==> config.mk <==
export PLATFORM = sky130hd
export DESIGN_NAME = instruction_invalidation_queue
export DESIGN_NICKNAME = d
export VERILOG_FILES = /design/src/rtl/cva5_types.sv /design/src/rtl/inv_addr_fifo.sv /design/src/rtl/instruction_invalidation_queue.sv
export SDC_FILE = /design/constraint.sdc
export NUM_CORES = 1
export LEC_CHECK = 0
export ABC_AREA = 1
export BUFFER_PORTS_ARGS = -buffer_cell sky130_fd_sc_hd__clkbuf_2
export CORE_AREA = 2 2 186 97
export CTS_CLUSTER_SIZE = 12
export DETAILED_ROUTE_END_ITERATION = 10
export DIE_AREA = 0 0 188 99
export PLACE_DENSITY_LB_ADDON = 0.1
export SYNTH_ARGS = -nofsm -noshare
export SYNTH_HDL_FRONTEND = slang
export SYNTH_SLANG_ARGS = --single-unit
==> constraint.sdc <==
create_clock -name clk -period 3.8 [get_ports clk]
set_clock_uncertainty 0.15 [all_clocks]
set_input_delay 0.57 -clock clk [delete_from_list [all_inputs] [get_ports clk]]
set_output_delay 0.57 -clock clk [all_outputs]
set_load 0.005 [all_outputs]
==> src/rtl/cva5_types.sv <==
// Shared type definitions for the instruction-side invalidation path.
// Holds the fence.i drain FSM state encoding used by instruction_invalidation_queue.
package cva5_types;

    // fence.i drain sequencing: wait for the queue to empty, then pulse done.
    typedef enum logic [1:0] {
        FenceIdle  = 2'd0,
        FenceDrain = 2'd1,
        FenceDone  = 2'd2
    } fence_state_t;

endpackage

==> src/rtl/inv_addr_fifo.sv <==
// Circular buffer of invalidation word addresses: pointers, occupancy count and storage.
// When INV_QUEUE_COALESCE_EN is defined, the raw storage and read pointer are exported so the
// parent can compare incoming addresses against queued entries.
module inv_addr_fifo #(
    parameter int unsigned DEPTH  = 4,
    parameter int unsigned ADDR_W = 30,
    localparam int unsigned PtrW  = $clog2(DEPTH),
    localparam int unsigned CntW  = PtrW + 1
) (
    input  logic              clk_i,
    input  logic              rst_i,
    input  logic              push_i,
    input  logic [ADDR_W-1:0] push_data_i,
    input  logic              pop_i,
    output logic [ADDR_W-1:0] head_o,
    output logic [CntW-1:0]   count_o,
    output logic              full_o,
`ifdef INV_QUEUE_COALESCE_EN
    output logic [PtrW-1:0]   rd_ptr_o,
    output logic [ADDR_W-1:0] entries_o [DEPTH],
`endif
    output logic              empty_o
);

    logic [ADDR_W-1:0] mem_q [DEPTH];
    logic [PtrW-1:0]   wr_ptr_q, wr_ptr_d;
    logic [PtrW-1:0]   rd_ptr_q, rd_ptr_d;
    logic [CntW-1:0]   count_q, count_d;

    // Pointer and count next-state; DEPTH is a power of two so pointers wrap naturally.
    always_comb begin
        wr_ptr_d = wr_ptr_q;
        rd_ptr_d = rd_ptr_q;
        count_d  = count_q;
        if (push_i) begin
            wr_ptr_d = wr_ptr_q + PtrW'(1);
        end
        if (pop_i) begin
            rd_ptr_d = rd_ptr_q + PtrW'(1);
        end
        if (push_i && !pop_i) begin
            count_d = count_q + CntW'(1);
        end else if (!push_i && pop_i) begin
            count_d = count_q - CntW'(1);
        end
    end

    // Control state with asynchronous reset.
    always_ff @(posedge clk_i or posedge rst_i) begin
        if (rst_i) begin
            wr_ptr_q <= '0;
            rd_ptr_q <= '0;
            count_q  <= '0;
        end else begin
            wr_ptr_q <= wr_ptr_d;
            rd_ptr_q <= rd_ptr_d;
            count_q  <= count_d;
        end
    end

    // Storage is never reset; entries are only observed while counted as valid.
    always_ff @(posedge clk_i) begin
        if (push_i) begin
            mem_q[wr_ptr_q] <= push_data_i;
        end
    end

    assign head_o  = mem_q[rd_ptr_q];
    assign count_o = count_q;
    assign full_o  = (count_q == CntW'(DEPTH));
    assign empty_o = (count_q == '0);

`ifdef INV_QUEUE_COALESCE_EN
    assign rd_ptr_o  = rd_ptr_q;
    assign entries_o = mem_q;
`endif

endmodule

==> src/rtl/instruction_invalidation_queue.sv <==
// Queues I-cache/line-buffer invalidation requests snooped from stores and offers them to the
// sinks in order, with a fence.i drain handshake.
// Optional feature macro: INV_QUEUE_COALESCE_EN -- drop requests that match a queued non-head entry.
// DEPTH must be a power of two and at least 2.
module instruction_invalidation_queue
    import cva5_types::*;
#(
    parameter int unsigned DEPTH  = 4,
    parameter int unsigned ADDR_W = 30
) (
    input  logic              clk,
    input  logic              rst,
    input  logic              req_valid,
    input  logic [ADDR_W-1:0] req_addr,
    output logic              req_ready,
    input  logic              fence_i,
    output logic              fence_i_done,
    output logic              inv_valid,
    output logic [ADDR_W-1:0] inv_addr,
    input  logic              inv_completed,
    output logic              queue_empty
);

    localparam int unsigned PtrW = $clog2(DEPTH);
    localparam int unsigned CntW = PtrW + 1;

    fence_state_t      fence_state_q, fence_state_d;
    logic              accept;
    logic              push;
    logic              pop;
    logic              coalesce_hit;
    logic              fifo_full;
    logic              fifo_empty;
    logic [CntW-1:0]   fifo_count;
    logic [ADDR_W-1:0] fifo_head;

`ifdef INV_QUEUE_COALESCE_EN
    logic [PtrW-1:0]   fifo_rd_ptr;
    logic [ADDR_W-1:0] fifo_entries [DEPTH];
    logic [PtrW-1:0]   scan_idx;
`endif

    inv_addr_fifo #(
        .DEPTH  (DEPTH),
        .ADDR_W (ADDR_W)
    ) u_fifo (
        .clk_i       (clk),
        .rst_i       (rst),
        .push_i      (push),
        .push_data_i (req_addr),
        .pop_i       (pop),
        .head_o      (fifo_head),
        .count_o     (fifo_count),
        .full_o      (fifo_full),
`ifdef INV_QUEUE_COALESCE_EN
        .rd_ptr_o    (fifo_rd_ptr),
        .entries_o   (fifo_entries),
`endif
        .empty_o     (fifo_empty)
    );

    // No full-queue bypass: a pop in the same cycle does not open a slot.
    assign req_ready = ~fifo_full & (fence_state_q == FenceIdle);
    assign accept    = req_valid & req_ready;
    assign pop       = ~fifo_empty & inv_completed;
    assign push      = accept & ~coalesce_hit;

`ifdef INV_QUEUE_COALESCE_EN
    // Match against valid entries behind the head only; the head may already be in flight.
    always_comb begin
        coalesce_hit = 1'b0;
        scan_idx     = '0;
        for (int unsigned i = 1; i < DEPTH; i++) begin
            scan_idx = fifo_rd_ptr + PtrW'(i);
            if ((CntW'(i) < fifo_count) && (fifo_entries[scan_idx] == req_addr)) begin
                coalesce_hit = 1'b1;
            end
        end
    end
`else
    assign coalesce_hit = 1'b0;
`endif

    // Fence FSM next state: drain completes once the last entry leaves the queue.
    always_comb begin
        fence_state_d = fence_state_q;
        unique case (fence_state_q)
            FenceIdle: begin
                if (fence_i) begin
                    fence_state_d = FenceDrain;
                end
            end
            FenceDrain: begin
                if (fifo_empty || ((fifo_count == CntW'(1)) && pop)) begin
                    fence_state_d = FenceDone;
                end
            end
            FenceDone: begin
                fence_state_d = FenceIdle;
            end
            default: begin
                fence_state_d = FenceIdle;
            end
        endcase
    end

    // Fence FSM state register.
    always_ff @(posedge clk or posedge rst) begin
        if (rst) begin
            fence_state_q <= FenceIdle;
        end else begin
            fence_state_q <= fence_state_d;
        end
    end

    assign fence_i_done = (fence_state_q == FenceDone);
    assign queue_empty  = fifo_empty;
    assign inv_valid    = ~fifo_empty;
    // Storage is unreset, so force zero while nothing is held.
    assign inv_addr     = fifo_empty ? '0 : fifo_head;

endmodule
* Word level (Yosys, flattened, before mapping)
Memories as Yosys holds them, arrays and structs flattened. Index checks and enable logic that the tools add are counted.
Word-level totals: bits of input ports 35, memory bits (writable) 120, memories kept 1, flip-flop bits (word level) 9, output and inout bits 34
Cells by class: muxes and demuxes 8, bitwise logic cells 5, $add $sub $neg 4, equality and inequality tests 6, reduce and logical (&&, ||, !) cells 10
Memories:
- u_fifo.mem_q | words 4, bits a word 30, read ports 1, clocked after memory_dff 0, wr ports 1, line inv_addr_fifo.sv:25 | logic [ADDR_W-1:0] mem_q [DEPTH];
Operators by type and width (count):
- $mux W30 | 1
- $mux W3 | 2
- $add A2 B1 Y2 const B | 2
- $mux W2 | 2
- $ne A2 B2 Y1 const B | 2
- $pmux W2 S2 | 1
- $add A3 B1 Y3 const B | 1
- $and A1 B1 Y1 | 3
- $eq A3 B1 Y1 const B | 1
- $eq A3 B3 Y1 const B | 1
- $logic_and A1 B1 Y1 | 3
- $logic_not A3 Y1 | 1
- $sub A3 B1 Y3 const B | 1
- $eq A2 B1 Y1 const B | 1
- $eq A2 B2 Y1 const B | 1
- $logic_not A1 Y1 | 2
- $logic_not A2 Y1 | 1
- $mux W1 | 2
- $not A1 Y1 | 2
- $reduce_and A2 Y1 | 1
- $reduce_bool A2 Y1 | 1
- $logic_or A1 B1 Y1 | 1

* Logic depth before layout (Yosys ltp)
depth in word-level cells 8, gate-level depth with buffers 12, mapped depth without buffers 12

* By module
A second synthesis with hierarchy kept.
Unflattened totals: cell total of the unflattened synthesis 485, area, all modules 5661.7 µm²
By module, submodules not included:
- inv_addr_fifo | times used 1, area each 5251.3 µm², sequential area each 3778.6 µm², cells each 399
- instruction_invalidation_queue | times used 1, area each 410.4 µm², sequential area each 50.0 µm², cells each 86

* Worst setup path after synthesis
OpenSTA, ideal clock, no wires.
path type reg-to-reg, from register u_fifo.count_q[0] (netlist: u_fifo.count_o[0]), to memory u_fifo.mem_q[0][0], enable pin, clock period less this slack 2.797 ns, path slack 1.003 ns, setup time 0.417 ns, arrival time 2.230 ns, buffers on the path 0, stages on the path, launching flop included 6, path through dfrtp_1 -> inv_1 -> ha_1 -> nand2_1 -> nand3_2 -> nor2_1
On the way: word-level cells in the longest chain between the ends 6
RTL lines:
- start: declaration | line inv_addr_fifo.sv:28 | logic [CntW-1:0] count_q, count_d;
- start signal: assignment | line inv_addr_fifo.sv:57 | count_q <= count_d;
- $eq A3 B3 Y1 | line inv_addr_fifo.sv:70 | assign full_o = (count_q == CntW'(DEPTH));
- $not A1 Y1 | line instruction_invalidation_queue.sv:63 | assign req_ready = ~fifo_full & (fence_state_q == FenceIdle);
- $and A1 B1 Y1 | line instruction_invalidation_queue.sv:63
- $and A1 B1 Y1 | line instruction_invalidation_queue.sv:64 | assign accept = req_valid & req_ready;
- $mux W1 | line inv_addr_fifo.sv:63 | if (push_i) begin
- $mux W1 (not written as such) | line inv_addr_fifo.sv:64 | mem_q[wr_ptr_q] <= push_data_i;
- end: declaration | line inv_addr_fifo.sv:25
Every way passes these cells.

* Final worst setup path
from register u_fifo.count_q[0] (netlist: u_fifo.count_o[0]), to output port inv_addr[20]
On the way: word-level cells in the longest chain between the ends 2
RTL lines:
- $logic_not A3 Y1 | line inv_addr_fifo.sv:71 | assign empty_o = (count_q == '0);
- $mux W30 | line instruction_invalidation_queue.sv:120 | assign inv_addr = fifo_empty ? '0 : fifo_head;
- end: declaration | line instruction_invalidation_queue.sv:19 | output logic [ADDR_W-1:0] inv_addr,
Every way passes these cells.

==> results.yml <==
run:
  max-cap-violations: 0
placed_design:
  hpwl_mm: 7.598
  port_buffers: 68
  dp.cells: 835
  gp_congestion: 0.7313
  place_area_sq_um: 6352
global_routing:
  grt_pass1_vias: 3596
  met2_usage_pct: 21.03
  grt_pass1_wl_mm: 20.52
  grtUsageMet3_pct: 2.920
  antenna_found_initial: 0
  grt_use_total_pct: 14.78
  grt_max_degree: 63
  gr-total-overflow: 0
  busiest_layer: "met1"
  grt_use_met1_pct: 22.54
cts:
  cts_buffer_depth: 2
  cts-resized-gates: 0
  htree_levels: 4
  holdBufCountCts: 1
  cts_root_buf: "clkbuf_16"
  cts_setup_buffers: 0
  clkLatencyLatePin_ps: 410
  clkTransAtPathRegs_ps: 60
  cts_tree: "yes"
  cts_buffers: 17
  cts.sinks: 129
detailed_routing:
  drc_errors: 0
  vias: 3671
  wire_per_inst_um: 14.85
  dr.pass1.iters: 4
  detail-route-antenna-nets: 0
  drt_iter0_markers: 201
  wl_mm: 12.87
  avgViaCountPerCell: 4.234
setup_path:
  worstPathArrival_ps: 2110
  reg2reg_depth: 6
  cp_max_fo: 31
  r2r_slack_ps: 1210
  regToRegEndpoint: "u_fifo.mem_q[2][16]$_DFFE_PP_"
  rr_startpoint: "u_fifo.count_o[0]$_DFFE_PP0P_"
  required_ps: 3080
  crit_path_end_kind: "output port"
  path_class: "reg -> out"
  startpoint_type: "register"
finish:
  instances_no_fill: 867
  antenna_cells: 0
  final_net_count: 665
  drive_gt1_share_pct: 21.48
  syn_to_final_growth_pct: 19.31
  utilization_pct: 40.77
  final_cell_mix: "inv_1, nand2_1, edfxtp_1, clkbuf_2, nand3_1"
  fin_area_sq_um: 6920
  fill_cells: 1646
yosys:
  syn_area_sq_um: 5801
  ys_types: 22
  syn_avg_cell_area_sq_um: 10.55
  seq_area_frac_synth_pct: 66.01
  synth.top_cell.area_share_pct: 62.12
  synth-seq-cells: 129
  syn_inst: 550
  synth_fp_nets: 594
  yosysWarningCount: 0
  synth_largest_area_cell: "edfxtp_1"
  synth.area.top_cells: "edfxtp_1, inv_1, nand2_1, nand3_1, dfrtp_1"
timing:
  rsz0062_at_grt: "no"
  setup_violations: 0
  hold_viol: 0
  fin_crit_sh_pct: 74.54
  slew_viol_final: 0
  period_minus_slack_ps: 2833
  fmax_mhz: 353.0
  tightest_slew_ps: 1084
  timing.slew.headroom_pct: 27.55
  setup_tns_ps: 0
outcome:
  status: "finished, final reports clean"
floorplan:
  die_h_um: 99
  coreArea_sq_um: 16970
  initial_core_util_pct: 34.17
  ios: 69
  rows: 34
  die-area_sq_um: 18610
  die_w_um: 188
power_and_ir_drop:
  p_leak_nw: 3.124
  p_per_area_nw_per_um2: 759.0
  max-vdd-ir-drop_mv: 0.3985
worst_hold_path:
  holdPathStages: 3
  min_to: "fence_state_q[0]$_DFFE_PP0P_"
  hold_path.class: "in -> reg"
  min_from: "fence_i"
[metal layers]
layer | share of wire (%) | vias to the layer above
li1 | - | 1879
met1 | 55 | 1707
met2 | 40 | 78
met3 | 3.8 | 7
met4 | 0.58 | 0
met5 | 0 | -
[final cells by class]
type / count / area, sq um / share of cell area, %
flip-flops and latches: 129 / 3830 / 55.34
multi-input cells: 258 / 1320 / 19.07
inverters: 141 / 531.8 / 7.684
clock buffers: 17 / 425.4 / 6.147
repair buffers: 74 / 387.9 / 5.605
well taps: 234 / 292.8 / 4.231
clock inverters: 14 / 132.6 / 1.916
[cells in the mapped netlist (all sizes together)]
master / count
o21ai: 2
nor2: 10
xor2: 2
inv: 141
nand3: 64
edfxtp: 120
dfrtp: 9
a21oi: 32
ha: 9
nand4: 1
buf: 22
xnor2: 1
nand2: 137
[power by group]
part	switching, mW	internal (mW)	leakage (nW)
Sequential	0.0737	1.79	1.19
Combinational	1.22	0.634	1.67
Clock	0.629	0.905	0.257
Total	1.92	3.33	3.12
[metrics by stage]
| step | setup slack, ps | power (mW) | hold WS, ps |
|---|---|---|---|
| after CTS | 921.8 | 5.344 | 198.1 |
| final | 967.3 | 5.253 | 213.2 |
| after global routing | 791.0 | 5.638 | 219.9 |
| after global placement | 1162 | 3.788 | 356.9 |
| after detailed placement | 1142 | 3.799 | 368.3 |
| after floorplan | 1003 | 3.146 | 247.9 |
[kinds of logic after synthesis]
| logic type | synth area share [%] |
|---|---|
| simple gates | 16.26 |
| buf+inv | 11.76 |
| flops | 66.01 |
| compound gates | 3.581 |
| fa+ha+maj | 1.941 |
| xor+xnor | 0.4531 |
[sequential cells by signal, indices dropped and copies added (netlist names)]
name,cells
fence_state_q,2
u_fifo.wr_ptr_q,2
u_fifo.rd_ptr_q,2
u_fifo.mem_q,120
u_fifo.count_o,3
[how the worst max path moves through the flow]
stage	from	endpoint	slack (ps)
after detailed placement	u_fifo.count_o[0]$_DFFE_PP0P_	u_fifo.mem_q[1][17]$_DFFE_PP_	1140
after CTS	u_fifo.count_o[0]$_DFFE_PP0P_	inv_addr[2]	920
after floorplan	u_fifo.count_o[0]$_DFFE_PP0P_	u_fifo.mem_q[0][0]$_DFFE_PP_	1000
after global placement	u_fifo.count_o[0]$_DFFE_PP0P_	u_fifo.mem_q[1][17]$_DFFE_PP_	1160
after global routing	u_fifo.count_o[0]$_DFFE_PP0P_	inv_addr[6]	790
final	u_fifo.count_o[0]$_DFFE_PP0P_	inv_addr[20]	970
[critical path, stage by stage (launching register included)]
cell and delay (ps):
dfrtp_1 420, inv_1 100, ha_1 220, nand2_4 90
inv_2 600, a21oi_1 100, clkbuf_2 150
No activity file was read; power rests on OpenSTA's default activity.
